--- config.mk ---
export PLATFORM = sky130hd
export DESIGN_NAME = conv_scan_ctrl
export DESIGN_NICKNAME = d
export VERILOG_FILES = /design/src/rtl/conv_pkg.sv /design/src/rtl/conv_scan_ctrl_count.sv /design/src/rtl/conv_scan_ctrl.sv
export SDC_FILE = /design/constraint.sdc
export NUM_CORES = 1
export LEC_CHECK = 0
export CORE_MARGIN = 2
export CORE_UTILIZATION = 47
export CTS_CLUSTER_DIAMETER = 200
export DETAILED_ROUTE_END_ITERATION = 8
export PLACE_DENSITY_LB_ADDON = 0.15
export SLEW_MARGIN = 20
export SYNTH_ARGS = -nofsm -noshare
export SYNTH_HDL_FRONTEND = slang
export SYNTH_SLANG_ARGS = --single-unit
export TNS_END_PERCENT = 20
--- constraint.sdc ---
create_clock -name clk -period 1.96 [get_ports clk]
set_input_delay 0.392 -clock clk [delete_from_list [all_inputs] [get_ports clk]]
set_output_delay 0.392 -clock clk [all_outputs]
set_load 0.01 [all_outputs]
--- src/rtl/conv_pkg.sv ---
// Shared constants and state type for the convolution scan sequencer.
package conv_pkg;

  localparam int KW = 3;             // kernel width/height
  localparam int OW = 19;            // output positions per axis
  localparam int AW = 4;             // weight-bank address width
  localparam int XW = $clog2(KW);    // inner counter width
  localparam int PW = $clog2(OW);    // outer counter width

  typedef enum logic [1:0] {
    IDLE = 2'd0,
    LOAD = 2'd1,
    SCAN = 2'd2,
    DONE = 2'd3
  } state_t;

endpackage

--- src/rtl/conv_scan_ctrl_count.sv ---
// Mod-N counter with synchronous clear; terminal-count flag is combinational.
module count_mod #(
  parameter int N = 3,
  parameter int W = 2
) (
  input  logic         clk,
  input  logic         clr,
  input  logic         en,
  output logic [W-1:0] q,
  output logic         max
);

  assign max = (q == W'(N - 1));

  // Count 0..N-1 while enabled, wrapping at N-1; clear takes priority.
  always_ff @(posedge clk) begin
    if (clr) begin
      q <= '0;
    end else if (en) begin
      q <= max ? '0 : q + 1'b1;
    end
  end

endmodule

--- src/rtl/conv_scan_ctrl.sv ---
// Kernel-weight load and scan sequencer for the convolution datapath.
module conv_scan_ctrl #(
  parameter int KW = conv_pkg::KW,
  parameter int OW = conv_pkg::OW,
  parameter int AW = conv_pkg::AW,
  parameter int XW = conv_pkg::XW,
  parameter int PW = conv_pkg::PW
) (
  input  logic          clk,
  input  logic          xrst,
  input  logic          start,
  input  logic          stall,
  output logic          busy,
  output logic [AW-1:0] w_raddr,
  output logic          ld_we,
  output logic [AW-1:0] ld_idx,
  output logic [XW-1:0] x,
  output logic [XW-1:0] y,
  output logic [PW-1:0] X,
  output logic [PW-1:0] Y,
  output logic          mac_en,
  output logic          acc_clr,
  output logic          acc_valid,
  output logic          shift_x,
  output logic          shift_row,
  output logic          finish
);

  import conv_pkg::*;

  localparam logic [AW-1:0] LAST_ADDR = AW'(KW * KW - 1);

  state_t state, state_nxt;
  logic   addr_vld;   // address phase of LOAD still issuing reads
  logic   step_q;     // this cycle is an unstalled SCAN step
  logic   cnt_clr;
  logic   en_y, en_X, en_Y;
  logic   x_max, y_max, X_max, Y_max;
  logic   last_step;

  // Counters clear on reset and in DONE; each stage carries into the next.
  assign cnt_clr   = !xrst || (state == DONE);
  assign en_y      = step_q && x_max;
  assign en_X      = en_y && y_max;
  assign en_Y      = en_X && X_max;
  assign last_step = en_Y && Y_max;

  count_mod #(.N(KW), .W(XW)) u_cnt_x (
    .clk(clk), .clr(cnt_clr), .en(step_q), .q(x), .max(x_max)
  );
  count_mod #(.N(KW), .W(XW)) u_cnt_y (
    .clk(clk), .clr(cnt_clr), .en(en_y), .q(y), .max(y_max)
  );
  count_mod #(.N(OW), .W(PW)) u_cnt_xo (
    .clk(clk), .clr(cnt_clr), .en(en_X), .q(X), .max(X_max)
  );
  count_mod #(.N(OW), .W(PW)) u_cnt_yo (
    .clk(clk), .clr(cnt_clr), .en(en_Y), .q(Y), .max(Y_max)
  );

  // Window decodes come from registered step and counters only.
  assign mac_en    = step_q;
  assign acc_clr   = step_q && (x == '0) && (y == '0);
  assign acc_valid = step_q && x_max && y_max;
  assign shift_x   = acc_valid && !X_max;
  assign shift_row = acc_valid && X_max && !Y_max;

  // Next-state selection for the pass sequencer.
  always_comb begin
    state_nxt = state;
    case (state)
      IDLE:    if (start) state_nxt = LOAD;
      LOAD:    if (ld_we && (ld_idx == LAST_ADDR)) state_nxt = SCAN;
      SCAN:    if (last_step) state_nxt = DONE;
      DONE:    state_nxt = IDLE;
      default: state_nxt = IDLE;
    endcase
  end

  // State, load address/strobe pipeline and registered status outputs.
  // Stall is registered into step_q so a cycle's step status is known at
  // its start, keeping stall off every output path.
  always_ff @(posedge clk) begin
    if (!xrst) begin
      state    <= IDLE;
      addr_vld <= 1'b0;
      w_raddr  <= '0;
      ld_we    <= 1'b0;
      ld_idx   <= '0;
      step_q   <= 1'b0;
      busy     <= 1'b0;
      finish   <= 1'b0;
    end else begin
      state  <= state_nxt;
      step_q <= (state_nxt == SCAN) && !stall;
      busy   <= (state_nxt != IDLE);
      finish <= (state_nxt == DONE);
      ld_we  <= addr_vld;
      ld_idx <= addr_vld ? w_raddr : '0;
      if ((state == IDLE) && start) begin
        addr_vld <= 1'b1;
        w_raddr  <= '0;
      end else if (addr_vld) begin
        if (w_raddr == LAST_ADDR) begin
          addr_vld <= 1'b0;
          w_raddr  <= '0;
        end else begin
          w_raddr <= w_raddr + 1'b1;
        end
      end
    end
  end

endmodule

* Word-level counts from Yosys, hierarchy flattened *
Cells that the tools add are included.

operators by class
  add/sub/neg operators = 5
  equal/unequal tests = 11
  mux-type cells = 12
  bitwise gates (word level) = 1
  reductions and logical operators = 22

operators by type and width
  operator                                              number
  equality test 2 bit (second input constant)           6
  logical AND 1 bit                                     11
  adder 5 x 1 -> 5 bit (second input constant)          2
  equality test 5 bit (second input constant)           2
  2-to-1 mux 2 bit                                      5
  2-to-1 mux 5 bit                                      2
  equality test 4 bit (second input constant)           2
  one-hot mux 2 bit (4 select lines)                    1
  logical NOT 2 bit                                     3
  adder 2 x 1 -> 2 bit (second input constant)          2
  adder 4 x 1 -> 4 bit (second input constant)          1
  logical NOT 1 bit                                     4
  2-to-1 mux 4 bit                                      1
  2-to-1 mux 1 bit                                      3
  equality test 2 x 1 -> 1 bit (second input constant)  1
  AND reduction 2 bit                                   1
  nonzero test 2 bit                                    1
  OR reduction 2 bit                                    1
  logical OR 1 bit                                      1
  NOT 1 bit                                             1

storage, ports and cells
  bits in registers = 29
  input bits = 4
  output and inout bits = 30
  word-level logic and storage cells = 63

* Longest topological paths before layout *
Gate-level depths: netlist of run 1.

  word-level depth = 9
  gate-level depth with buffers = 6
  depth with buffers taken out = 6

* Modules after synthesis *
A second synthesis of run 1 with hierarchy kept.

unflattened totals
  cell total of the unflattened synthesis = 133
  area, all modules = 1,315.0 µm²

by module, submodules not included
  module                     times used  cells an instance  area each (µm²)  sequential area each (µm²)
  conv_scan_ctrl             1           67                 631.9            300.3
  count_mod at u_cnt_xo ...  2           24                 256.5            100.1
  count_mod at u_cnt_x ...   2           9                  85.1             40.0

* Worst setup path after synthesis of run 1 *
Ideal clock, no wire load.

  path type = register to output
  from = register u_cnt_yo.q[0]
  to = output shift_row
  arrival = 1.388 ns
  required time = 1.568 ns
  setup slack = 0.180 ns
  stages on the path, launching flop included = 5
  path buffers = 0
  path through = dfxtp_1 inv_1 ha_1 and4bb_2 nor4_1

on the way
  longest elaborated chain between the ends = 3

ends and longest elaborated chain
  what                    RTL line                    source
  start, declared         conv_scan_ctrl_count.sv:9   output logic [W-1:0] q,
  start signal, assigned  conv_scan_ctrl_count.sv:20  q <= max ? '0 : q + 1'b1;
  equality test 5 bit     conv_scan_ctrl_count.sv:13  assign max = (q == W'(N - 1));
  logical NOT 1 bit       conv_scan_ctrl.sv:66        assign shift_row = acc_valid && X_max && !Y_max;
  logical AND 1 bit       conv_scan_ctrl.sv:66
  end, declared           conv_scan_ctrl.sv:25        output logic shift_row,

No other way between the ends.

* Worst setup path in the final report of run 1 *
Same ends and word-level chain as after synthesis.

==> impl.org, run 1 <==
** Critical path
- Critical Path Start Type :: flop
- STA classifies the critical path endpoint as an output pin.
- The largest individual stage delay along the critical path comes from the cell dfxtp_2.
- Number of buffers and inverters on the critical path :: 3
- In this run the critical register-to-register path is launched from u_cnt_xo.q[0]$_SDFFE_PP0P_.
- The worst register-to-register path ends at u_cnt_yo.q[4]$_SDFFE_PP0P_.
- Family with the most delay on the worst path :: simple AND/OR/NAND/NOR gates
- CP Max Fanout :: 2
- Cells traversed along the worst timing path :: inv_2 > ha_4 > and4bb_2 > nor4_2 > buf_4 > buf_6
- Critical path data required time :: 1.57 ns
- Across all register-to-register paths, the minimum setup slack is 0.23 ns.
- Worst reg-to-reg path cell count :: 7
- Endpoint arrival time on the critical path :: roughly 1.6 ns
- The critical path is of the flop to output pin type.
- In this design, the stage delay of the slowest critical-path cell is 0.35 ns.

** Synth
- Syn nets :: 150
- A synthesized cell averages 9.24 um2.
- Counting flops and latches in the post-synthesis netlist gives 29.
- Leading cell types by total area after synthesis :: dfxtp_1, ha_1, nor2_1, nand2_1, nor3_1
- The biggest area contributor in the post-synthesis netlist is dfxtp_1.
- Of all flip-flops after synthesis, the portion carrying an async set or reset was 0.
- In the post-synthesis netlist, the cell with the most instances is dfxtp_1.
- For this run, the number of Yosys warnings is 0.
- Synth cell count leaders :: dfxtp_1, nor2_1, nand2_1
- The share of synthesized area in the top cell type comes to 0.449.
- In this run, synthesis inferred 0 flip-flops with an integrated enable.
- In the synthesized netlist the dominant register cell turns out to be dfxtp_1.
- Portion of the post-synthesis area used by sequential elements :: 0.449
- The cell area that synthesis handed to floorplanning was 0.00129 mm2.
- Synthesized instance count :: 140
- Yosys mapped the design onto 35 distinct sky130hd cell types.

** Routing
- Detailed routing inserted a total of 1261 vias.
- First-pass iteration count of the detailed router :: 5
- In the final routed layout, each cell accounts on average for about 14 um.
- The first routing iteration left 27 violations.
- For this run, design rule violations remaining after detail routing come to 0.
- Wires add up to approximately 3300 um.
- Via density :: roughly 5.4
- Detail Route Antenna Nets :: 0

** Clock network
- Counting along the longest clock path gives a buffer depth of 2.
- Worst skew pair latency :: between 0.3 and 0.4 ns
- Clock slew at reported path FFs :: about 0.10 ns
- TritonCTS built the clock tree.
- Sink count of the clock tree :: 29
- Clk root buf :: clkbuf_4
- Number of buffers added to fix hold violations after cts :: 0
- Total number of H-tree levels :: 2
- Number of buffers created by CTS :: 5

** Worst hold path
- The startpoint identified for the worst hold timing path is u_cnt_x.q[1]$_SDFFE_PP0P_.
- The tightest min-delay check is of the flop to flop type.
- Number of instances on the worst hold path :: 2
- For hold timing, the worst endpoint is u_cnt_x.q[1]$_SDFFE_PP0P_.

** Die
- Overall die area :: between 0.003 and 0.004 mm2
- For this configuration, the core starts out at a cell density of 0.482.
- Row count :: 19
- Die boundary height :: 56.5 um
- From left edge to right edge, the die measures 56.5 um.
- 34 I/O pins were placed.
- Core Area :: 0.00269 mm2

** Power and ir drop
- After layout, the design draws a total of 1.27 mW.
- Leakage :: 0.828 nW
- Worst vdd rail ir drop :: 0.790 mV
- Power per Cell Area :: 646 mW/mm2

** STA
- At the pin with the least slew margin, the transition time is between 0.4 and 0.5 ns.
- Aggregate negative setup slack :: -0.00574 ns
- Headroom to the max-slew limit came out at 0.727.
- Worst-case clock skew :: 0.0135 ns
- Timing would allow up to approximately 510 MHz.
- The number of max-slew violations in the final report is 0.
- Unrepaired setup endpoints after global routing :: yes
- Fin Hold WS :: 0.520 ns
- Min Tclk post-route :: just under 2 ns
- Number of hold violations in the final report :: 0
- Final worst slack :: -0.00574 ns
- Setup violations remaining at the end of the flow were counted as 1.
- Post-route fraction of the period consumed by the critical path :: 1.00

** Placed design
- Setup slack after placement :: -0.0920 ns
- The wire-length estimate of the detail-placed layout is 2320 um.
- Cell Area, Placed :: 0.00180 mm2
- Port buffering added 33 buffers.
- Including well taps, the total number of placed cells is roughly 220.
- RePlAce Congestion :: 0.842

** GRT
- The first global-routing pass estimated between 5000 and 6000 um of wire.
- Overall track demand over capacity in global routing :: 0.219
- Entering global routing, the biggest net connects 13 pins.
- Number of global-route vias before repair :: between 1000 and 1500
- GR Overflow Total :: 0
- The initial antenna violation count was 0.

** Final layout
- The area growth from synthesis to layout is 52.3%.
- The finished cells cover slightly below 0.002 mm2.
- Final standard cell utilization of the core :: 0.734
- Final std cells w/o fill :: around 230
- Area taken by flip-flops and latches :: 584 um2
- The multi-input combinational cells in the finished layout cover a total of 714 um2.
- Fill cell total of the finished layout :: 201
- The net count of the finished layout is 210.
- The number of antenna diodes in the final layout is 0.
- In the final layout, the share of cells above drive strength 1 is 0.249.

** Outcome
- The flow ran to the end, but the final reports show violations.
- The checks that failed: negative setup slack.

** Flow run
- Max-cap check violation count :: 0
-- timing repair --
action | CTS | global route
resized for setup | 11 | 11
setup buffers | 1 | 2
pin swaps | 0 | 2
cloned | 0 | 0
endpoints found under the setup margin | 4 | 3
hold endpoints to repair | 0 | 0
-- area by class of cell --
class / count / share of cell area
clock buffer: 5 / 0.0190
clock inverter: 3 / 0.0330
inverter: 5 / 0.00952
multi-input combinational: 101 / 0.363
sequential: 29 / 0.297
tap: 31 / 0.0197
timing repair buffer: 58 / 0.260
-- state kept, by name, indices dropped and copies added (netlist names) --
signal      flops
u_cnt_xo.q      5
addr_vld        1
u_cnt_yo.q      5
busy            1
u_cnt_x.q       2
ld_we           1
finish          1
state           2
mac_en          1
ld_idx          4
w_raddr         4
u_cnt_y.q       2
-- worst max path at each step --
| stage | start | end | cells after the start |
|---|---|---|---|
| 2_1_floorplan | u_cnt_yo.q[0]$_SDFFE_PP0P_ | shift_row | 4 |
| 3_3_place_gp | u_cnt_yo.q[0]$_SDFFE_PP0P_ | shift_row | 6 |
| 3_5_place_dp | u_cnt_yo.q[0]$_SDFFE_PP0P_ | shift_row | 6 |
| 4_1_cts | u_cnt_yo.q[0]$_SDFFE_PP0P_ | shift_row | 6 |
| 5_1_grt | u_cnt_yo.q[0]$_SDFFE_PP0P_ | shift_row | 6 |
| 6_report | u_cnt_yo.q[0]$_SDFFE_PP0P_ | shift_row | 6 |
-- cells by family (layout without fill, tap and decap cells) --
| family | count (synthesis) | in the layout | synth area share |
|---|---|---|---|
| flops | 29 | 29 | 0.449 |
| buf+inv | 10 | 71 | 0.0358 |
| xor+xnor | 4 | 4 | 0.0271 |
| mux | 4 | 4 | 0.0329 |
| fa+ha+maj | 6 | 6 | 0.0580 |
| simple gates | 66 | 66 | 0.291 |
| compound gates | 21 | 21 | 0.106 |
-- cells in the final DEF, fill, tap and decap left out, types with 4 or more instances in the layout --
cell type and count:
nand2_1 13, inv_1 4, ha_1 5, clkdlybuf4s50_1 29
buf_4 25, dfxtp_1 26, nor2_1 15, clkbuf_4 5
and3_1 5, nor3_1 7, nand3_1 4, o21ai_0 5
xnor2_1 4, a21oi_1 6
-- report_power, final --
group | leakage, nW | internal (mW) | switching (mW)
clock network | 0.0552 | 0.395 | 0.219
registers | 0.236 | 0.596 | 0.0103
logic | 0.536 | 0.0282 | 0.0251
total | 0.828 | 1.02 | 0.254
-- tightest hold or removal path, delay by kind of cell, from the launching register on --
family          cells  cell delay [ns]
simple gates        1             0.07
flops               1             0.36
compound gates      1             0.05
-- metal layers --
layer,part of all wire,global-route usage,vias to the layer above
met5,0,0,-
met4,0.035,0.105,0
met3,0.055,0.0783,14
met2,0.48,0.364,39
met1,0.43,0.246,589
li1,-,-,619
No activity file was read; power rests on OpenSTA's default activity.
==> inputs of run 2 (changes only) <==
==> constraint.sdc (replaced) <==
create_clock -name clk -period 1.96 [get_ports clk]
set_input_delay 0.294 -clock clk [delete_from_list [all_inputs] [get_ports clk]]
set_output_delay 0.294 -clock clk [all_outputs]
set_load 0.01 [all_outputs]
==> run 2 against run 1 <==
Flip-flop and latch count stayed put. The flow still finishes with violations (negative setup slack). First-iteration DRC count is 93% higher. Utilization is 2.9 points lower. Combinational power is 2% lower. Global-route usage is 1.5 points lower. Clock skew is 0.0040 ns higher. Clock power is 36% lower. Non-clock buffer count is 3 lower. Final cell count is 1.3% lower.
==> impl.org, run 2 (same netlist as run 1, synthesis figures left out) <==
** Outcome
- The run finished, with violations left.
- The final reports fail on negative setup slack.

** STA
- Setup repair after global routing could not meet its margin everywhere.
- Highest attainable clock frequency :: 504 MHz
- Hold timing on the final database bottoms out at a slack of 0.492 ns.
- In the finished design, the share of the clock period the worst path needs comes to 1.01.
- Setup violations remaining at the end of the flow were counted as 1.
- For the pin with the worst max-slew slack, the measured transition is between 0.3 and 0.4 ns.
- After layout, the worst setup slack is -0.0235 ns.
- Clock skew on the completed layout was measured at 0.0175 ns.
- Number of hold violations in the final report :: 0
- Counting I/O delays and the setup requirement, the final critical path takes roughly 2.0 ns.
- In this run the tightest slew margin relative to its limit is 0.738.
- The number of max-slew violations in the final report was 0.

** GRT
- The initial antenna violation count came to 0.
- Pin count of the biggest net entering global routing :: 13
- Summed over all layers, the global routing overflow is 0.
- The first global-routing pass estimated 5020 um of wire.
- Overall track demand over capacity in global routing :: 0.204
- The number of global-route vias before repair was 1139.

** Die
- The floorplan step defined a core boundary enclosing roughly 0.0027 mm2.
- During I/O placement, the number of pins put on the boundary was 34.
- The die is about 56 um tall.
- Initial standard-cell utilization of the core :: 0.482
- The floorplan step set the die width to ~56 um.
- The floorplan has 19 rows.
- Overall die area :: 0.00319 mm2

** Critical path
- Worst R2R End :: u_cnt_yo.q[4]$_SDFFE_PP0P_
- Type of element capturing the critical path :: output pin
- Category of the critical setup timing path :: flop to output pin
- The worst register-to-register path has a depth of 7.
- The startpoint identified for the worst register-to-register timing path is u_cnt_xo.q[0]$_SDFFE_PP0P_.
- In this run the register-to-register setup slack is roughly 0.17 ns.
- Data on the critical path is required at its endpoint by 1.67 ns.
- Of all nets on the critical path, the largest fanout is 2.
- Endpoint arrival time on the critical path :: 1.69 ns
- Critical Path Start Type :: flop

** Routing
- DR iter-0 viols :: 52
- The pre-antenna-repair detailed-routing pass consisted of 4 iterations.
- In the final routed layout, each cell accounts on average for roughly 13 um.
- Via density :: 5.37
- For this run, design rule violations remaining after detail routing come to 0.
- Detail Route Antenna Nets :: 0
- Detailed routing inserted a total of 1230 vias.
- Wires add up to 3030 um.

** Clock network
- Total number of H-tree levels :: 2
- The clock passes through at most 2 buffers.
- After clock tree synthesis, the clock-pin slew on the worst setup and hold paths is between 0.1 and 0.15 ns.
- TritonCTS built the clock tree.
- Clk root buf :: clkbuf_4
- Once the clock tree was built, the setup fixing pass inserted 0 buffers.
- Clock tree synthesis found a total of 29 sinks.
- Buffers inserted during clock tree synthesis total 5.
- Worst skew pair latency :: 0.33 ns

** Power and ir drop
- Power spread over the standard cell area amounts to 557 mW/mm2.
- Worst vdd rail ir drop :: 0.494 mV
- Leakage :: 0.825 nW

** Final layout
- Of the cells placed in the final design, the portion with a size suffix greater than 1 is 0.197.
- Highest-count cells in the layout ignoring fill and taps :: clkdlybuf4s50_1, dfxtp_1, buf_4
- After the last flow step, the layout net total stands at 207.
- Compared with the post-synthesis result, the final layout area differs by 46.2%.
- Fill cell total of the finished layout :: 214
- Final std cells w/o fill :: 229
- Leading cell type in the layout, fill and taps excluded :: clkdlybuf4s50_1
- The largest registers in the layout are u_cnt_xo.q (5), u_cnt_yo.q (5).
- 0 antenna diodes ended up in the layout.
- Area taken by flip-flops and latches :: 583 um2
- Area taken by multi-input logic gates :: 688 um2

** Placed design
- At the end of routability-driven placement, the weighted congestion stood at roughly 0.85.
- Setup slack after placement :: -0.0819 ns
- IO Port Bufs :: 33
- DP Wirelength :: 2270 um
- Placed instance count :: 221

** Worst hold path
- Worst hold path endpoint :: mac_en$_SDFF_PN0_
- Number of instances on the worst hold path :: 2
- Worst min path class :: input pin to flop
- The startpoint identified for the worst hold timing path is stall.

** Flow run
- Max-cap check violation count :: 0
==> run 2: how the worst max path moves through the flow <==
stage,from,slack (ns),cells past startpoint,to
3_3_place_gp,u_cnt_yo.q[0]$_SDFFE_PP0P_,0.02,5,shift_row
6_report,u_cnt_xo.q[0]$_SDFFE_PP0P_,-0.02,5,shift_row
3_5_place_dp,u_cnt_yo.q[0]$_SDFFE_PP0P_,-0.08,5,shift_row
5_1_grt,u_cnt_xo.q[0]$_SDFFE_PP0P_,-0.13,5,shift_row
2_1_floorplan,u_cnt_yo.q[0]$_SDFFE_PP0P_,0.28,4,shift_row
4_1_cts,u_cnt_yo.q[0]$_SDFFE_PP0P_,-0.05,5,shift_row
==> run 2: power breakdown <==
group | internal [mW] | switching [mW] | total, mW
Sequential | 0.597 | 0.0103 | 0.607
Combinational | 0.0283 | 0.0239 | 0.0522
Clock | 0.175 | 0.219 | 0.394
==> run 2: final cells by class <==
class | count | area share
multi-input combinational | 101 | 0.364
sequential | 29 | 0.308
timing repair buffer | 55 | 0.263
clock buffer | 6 | 0.0271
tap | 31 | 0.0205
inverter | 5 | 0.00992
clock inverter | 2 | 0.00728
==> run 2: metal layers <==
layer / part of all wire / global-route usage
met5: 0 / 0
met4: 0.014 / 0.0714
met3: 0.055 / 0.0714
met2: 0.51 / 0.359
met1: 0.42 / 0.224
==> run 2: worst max-delay path: stages, from the launching register on <==
cell and delay, ns:
dfxtp_1 0.32, inv_1 0.07, ha_1 0.16, nand4bb_1 0.18
nor4_4 0.32, dlygate4sd2_1 0.31
==> run 2: repair_timing <==
action                                  in CTS  in global routing
hold buffers                                 0                  0
gates resized for setup                      6                  3
pin swaps                                    0                  0
endpoints found under the setup margin       4                  4
==> run 2: stage by stage <==
stage / instance area (um2) / util / power, mW / TNS (ns)
detailed placement: 1800 / 0.670 / 0.672 / -0.0819
CTS: 1880 / 0.699 / 1.07 / -0.0984
global route: 1890 / 0.704 / 1.10 / -0.194
finish: 1890 / 0.704 / 1.05 / -0.0235
global placement: 1800 / 0.670 / 0.670 / 0
floorplan: 1290 / - / 0.646 / 0
==> inputs of run 3 (changes only) <==
Settings changed: CORE_UTILIZATION 47 to 55, DONT_BUFFER_PORTS set to 1, PLACE_DENSITY_LB_ADDON 0.15 to 0.08.
==> run 3 against run 2 <==
The run now ends clean. Non-clock buffer count down 53. Register-to-register slack better by 0.04 ns. Final cell count down 25%. Via count down 19%. Cell area down 27%. Critical endpoint unchanged. First-iteration DRC count down 75%.
==> impl.org, run 3 (same netlist as run 1, synthesis figures left out) <==
** Outcome
- The flow ran to the end, and the final reports show no timing, DRC or antenna violations.

** Routing
- First-pass iteration count of the detailed router :: 4
- DRC viols :: 0
- Dividing the detail-routed wire length by the instance count gives 13.9 um.
- Via density :: 5.78
- The final route contains ~1000 vias.
- In this run, the number of DRC markers left after iteration 0 of detailed routing was 13.
- Total wirelength of the detailed-routed design :: 2400 um
- Detail Route Antenna Nets :: 0

** Final layout
- In the layout the commonest cells are dfxtp_1, nor2_1, nand2_1.
- The number of antenna diodes in the final layout is 0.
- Final standard cell utilization of the core :: 0.627
- Fill cell total of the finished layout :: 193
- Leading cell type in the layout, fill and taps excluded :: dfxtp_1
- Synthesis-to-layout area growth :: 7.16%
- Final std cells w/o fill :: 172
- Across the whole layout, storage elements account for about 580 um2.
- Registers with the highest flip-flop counts :: u_cnt_xo.q (5), u_cnt_yo.q (5)
- Fraction of layout cells with a size suffix above 1 :: 0.118
- The multi-input combinational cells in the finished layout cover a total of between 600 and 700 um2.
- Final Net Count :: 154

** STA
- Fin Hold WS :: 0.0440 ns
- Min Tclk post-route :: 1.91 ns
- The number of max-slew violations in the final report was 0.
- For this run, the top clock speed supported by timing is 524 MHz.
- Number of hold violations in the final report :: 0
- Post-route fraction of the period consumed by the critical path :: 0.973
- Unrepaired setup endpoints after global routing :: yes
- Setup violations remaining at the end of the flow were counted as 0.
- The worst pin sits at a relative slew slack of 0.642.
- For the pin with the worst max-slew slack, the measured transition is 0.532 ns.
- On the final layout, the worst clock skew is between 0.004 and 0.005 ns.

** Critical path
- The number of cells on the worst reg-to-reg path is 6.
- Cells traversed along the worst timing path :: inv_1 > ha_1 > nand4bb_1 > nor4_2 > buf_4
- Counting buffers and inverters, the worst setup path is 5 cells deep.
- Endpoint arrival time on the critical path :: 1.61 ns
- Critical Path Max Stage Delay :: 0.38 ns
- Category of the critical setup timing path :: flop to output pin
- Number of buffers and inverters on the critical path :: 2
- Worst R2R End :: u_cnt_yo.q[4]$_SDFFE_PP0P_
- STA puts the critical path data required time at approximately 1.7 ns.
- The most critical setup path has its startpoint at u_cnt_xo.q[0]$_SDFFE_PP0P_.
- In this run the critical register-to-register path is launched from u_cnt_xo.q[0]$_SDFFE_PP0P_.
- STA classifies the critical path endpoint as an output pin.
- Family with the most delay on the worst path :: simple AND/OR/NAND/NOR gates
- Critical Path Start Type :: flop
- CP Max Fanout :: 5
- Critical Path End :: shift_row
- For this design, the slowest cell found on the critical path is dfxtp_1.
- For flop-to-flop paths, the worst setup slack is 0.21 ns.

** Power and ir drop
- Leakage :: between 0.5 and 0.6 nW
- In this run the power density over the cells is 716 mW/mm2.
- Worst vdd rail ir drop :: 0.508 mV

** Clock network
- Total number of H-tree levels :: 2
- Clock slew at reported path FFs :: 0.08 ns
- Number of buffers created by CTS :: 5
- Maximum clock insertion buffer count :: 2
- The later pin in the worst-skew pair is clocked with a latency of 0.32 ns.
- The tree built by TritonCTS fans out to 29 sinks.
- Number of buffers added to fix hold violations after cts :: 0
- Clock tree from TritonCTS :: yes
- Clk root buf :: clkbuf_4
- Post-CTS Setup Inserts :: 0

** Worst hold path
- The path class of the tightest hold or removal check is input pin to flop.

** GRT
- Across every metal layer, demand over resource in global routing totals 0.199.
- GR Overflow Total :: 0
- The first global-routing pass estimated around 4000 um of wire.
- Antenna violations before repair :: 0
- Entering global routing, the biggest net connects 16 pins.
- Number of global-route vias before repair :: 909

** Die
- The initial utilization of the core area, before any placement, comes to 0.585.
- Die boundary height :: 52.5 um
- Row count :: 17
- In this run the horizontal extent of the chip is 52.5 um.
- The region available for standard cell placement spans 0.00221 mm2.
- 34 I/O pins were placed.
- The die covers roughly 0.0028 mm2.

** Placed design
- The congestion estimate from routability-driven global placement came to 0.768.
- Buffers placed on the I/O ports in this run total 0.
- Placed instance count :: 165
- DP Wirelength :: 1760 um

** Flow run
- Max-cap violations in this run came to 0.
==> run 3: area by class of cell <==
cell class | count | area share
Multi-Input combinational cell | 101 | 0.491
Sequential cell | 29 | 0.420
Clock buffer | 7 | 0.0397
Tap cell | 28 | 0.0253
Inverter | 5 | 0.0135
Timing Repair Buffer | 2 | 0.0108
==> run 3: layer usage <==
metal	part of all wire	global-route usage	vias to the layer above	wire length (um)
met5	0	0	-	0
met4	0.023	0.0855	0	56
met3	0.083	0.103	8	198
met2	0.45	0.321	32	1080
met1	0.44	0.218	443	1060
li1	-	-	512	-
==> run 3: worst min-delay path by stage <==
stage / startpoint / end / slack [ns] / cells after the start
after floorplan: stall / mac_en$_SDFF_PN0_ / 0.37 / 1
after global placement: stall / mac_en$_SDFF_PN0_ / 0.38 / 1
after detailed placement: stall / mac_en$_SDFF_PN0_ / 0.38 / 1
after CTS: stall / mac_en$_SDFF_PN0_ / 0.03 / 1
after global routing: stall / mac_en$_SDFF_PN0_ / 0.02 / 1
final: stall / mac_en$_SDFF_PN0_ / 0.04 / 1
==> run 3: timing repair <==
action,in CTS,in global routing
endpoints found under the hold margin,0,0
gates cloned,0,0
pin swaps,1,0
endpoints found under the setup margin,1,2
resized for setup,2,2
==> run 3: stage by stage <==
| stage | power [mW] | TNS [ns] | instance area (um2) | setup WS [ns] |
|---|---|---|---|---|
| after floorplan | 0.646 | 0 | 1290 | 0.278 |
| after global placement | 0.650 | 0 | 1320 | 0.284 |
| after detailed placement | 0.651 | 0 | 1320 | 0.253 |
| after CTS | 1.01 | 0 | 1380 | 0.00522 |
| after global routing | 1.04 | -0.0435 | 1390 | -0.0352 |
| final | 0.992 | 0 | 1390 | 0.0521 |
==> run 3: power breakdown <==
group | leakage [nW] | internal, mW | switching (mW) | total [mW]
Sequential | 0.235 | 0.596 | 0.0132 | 0.610
Clock | 0.0314 | 0.169 | 0.186 | 0.355
Combinational | 0.287 | 0.0122 | 0.0152 | 0.0274
Total | 0.554 | 0.777 | 0.215 | 0.992
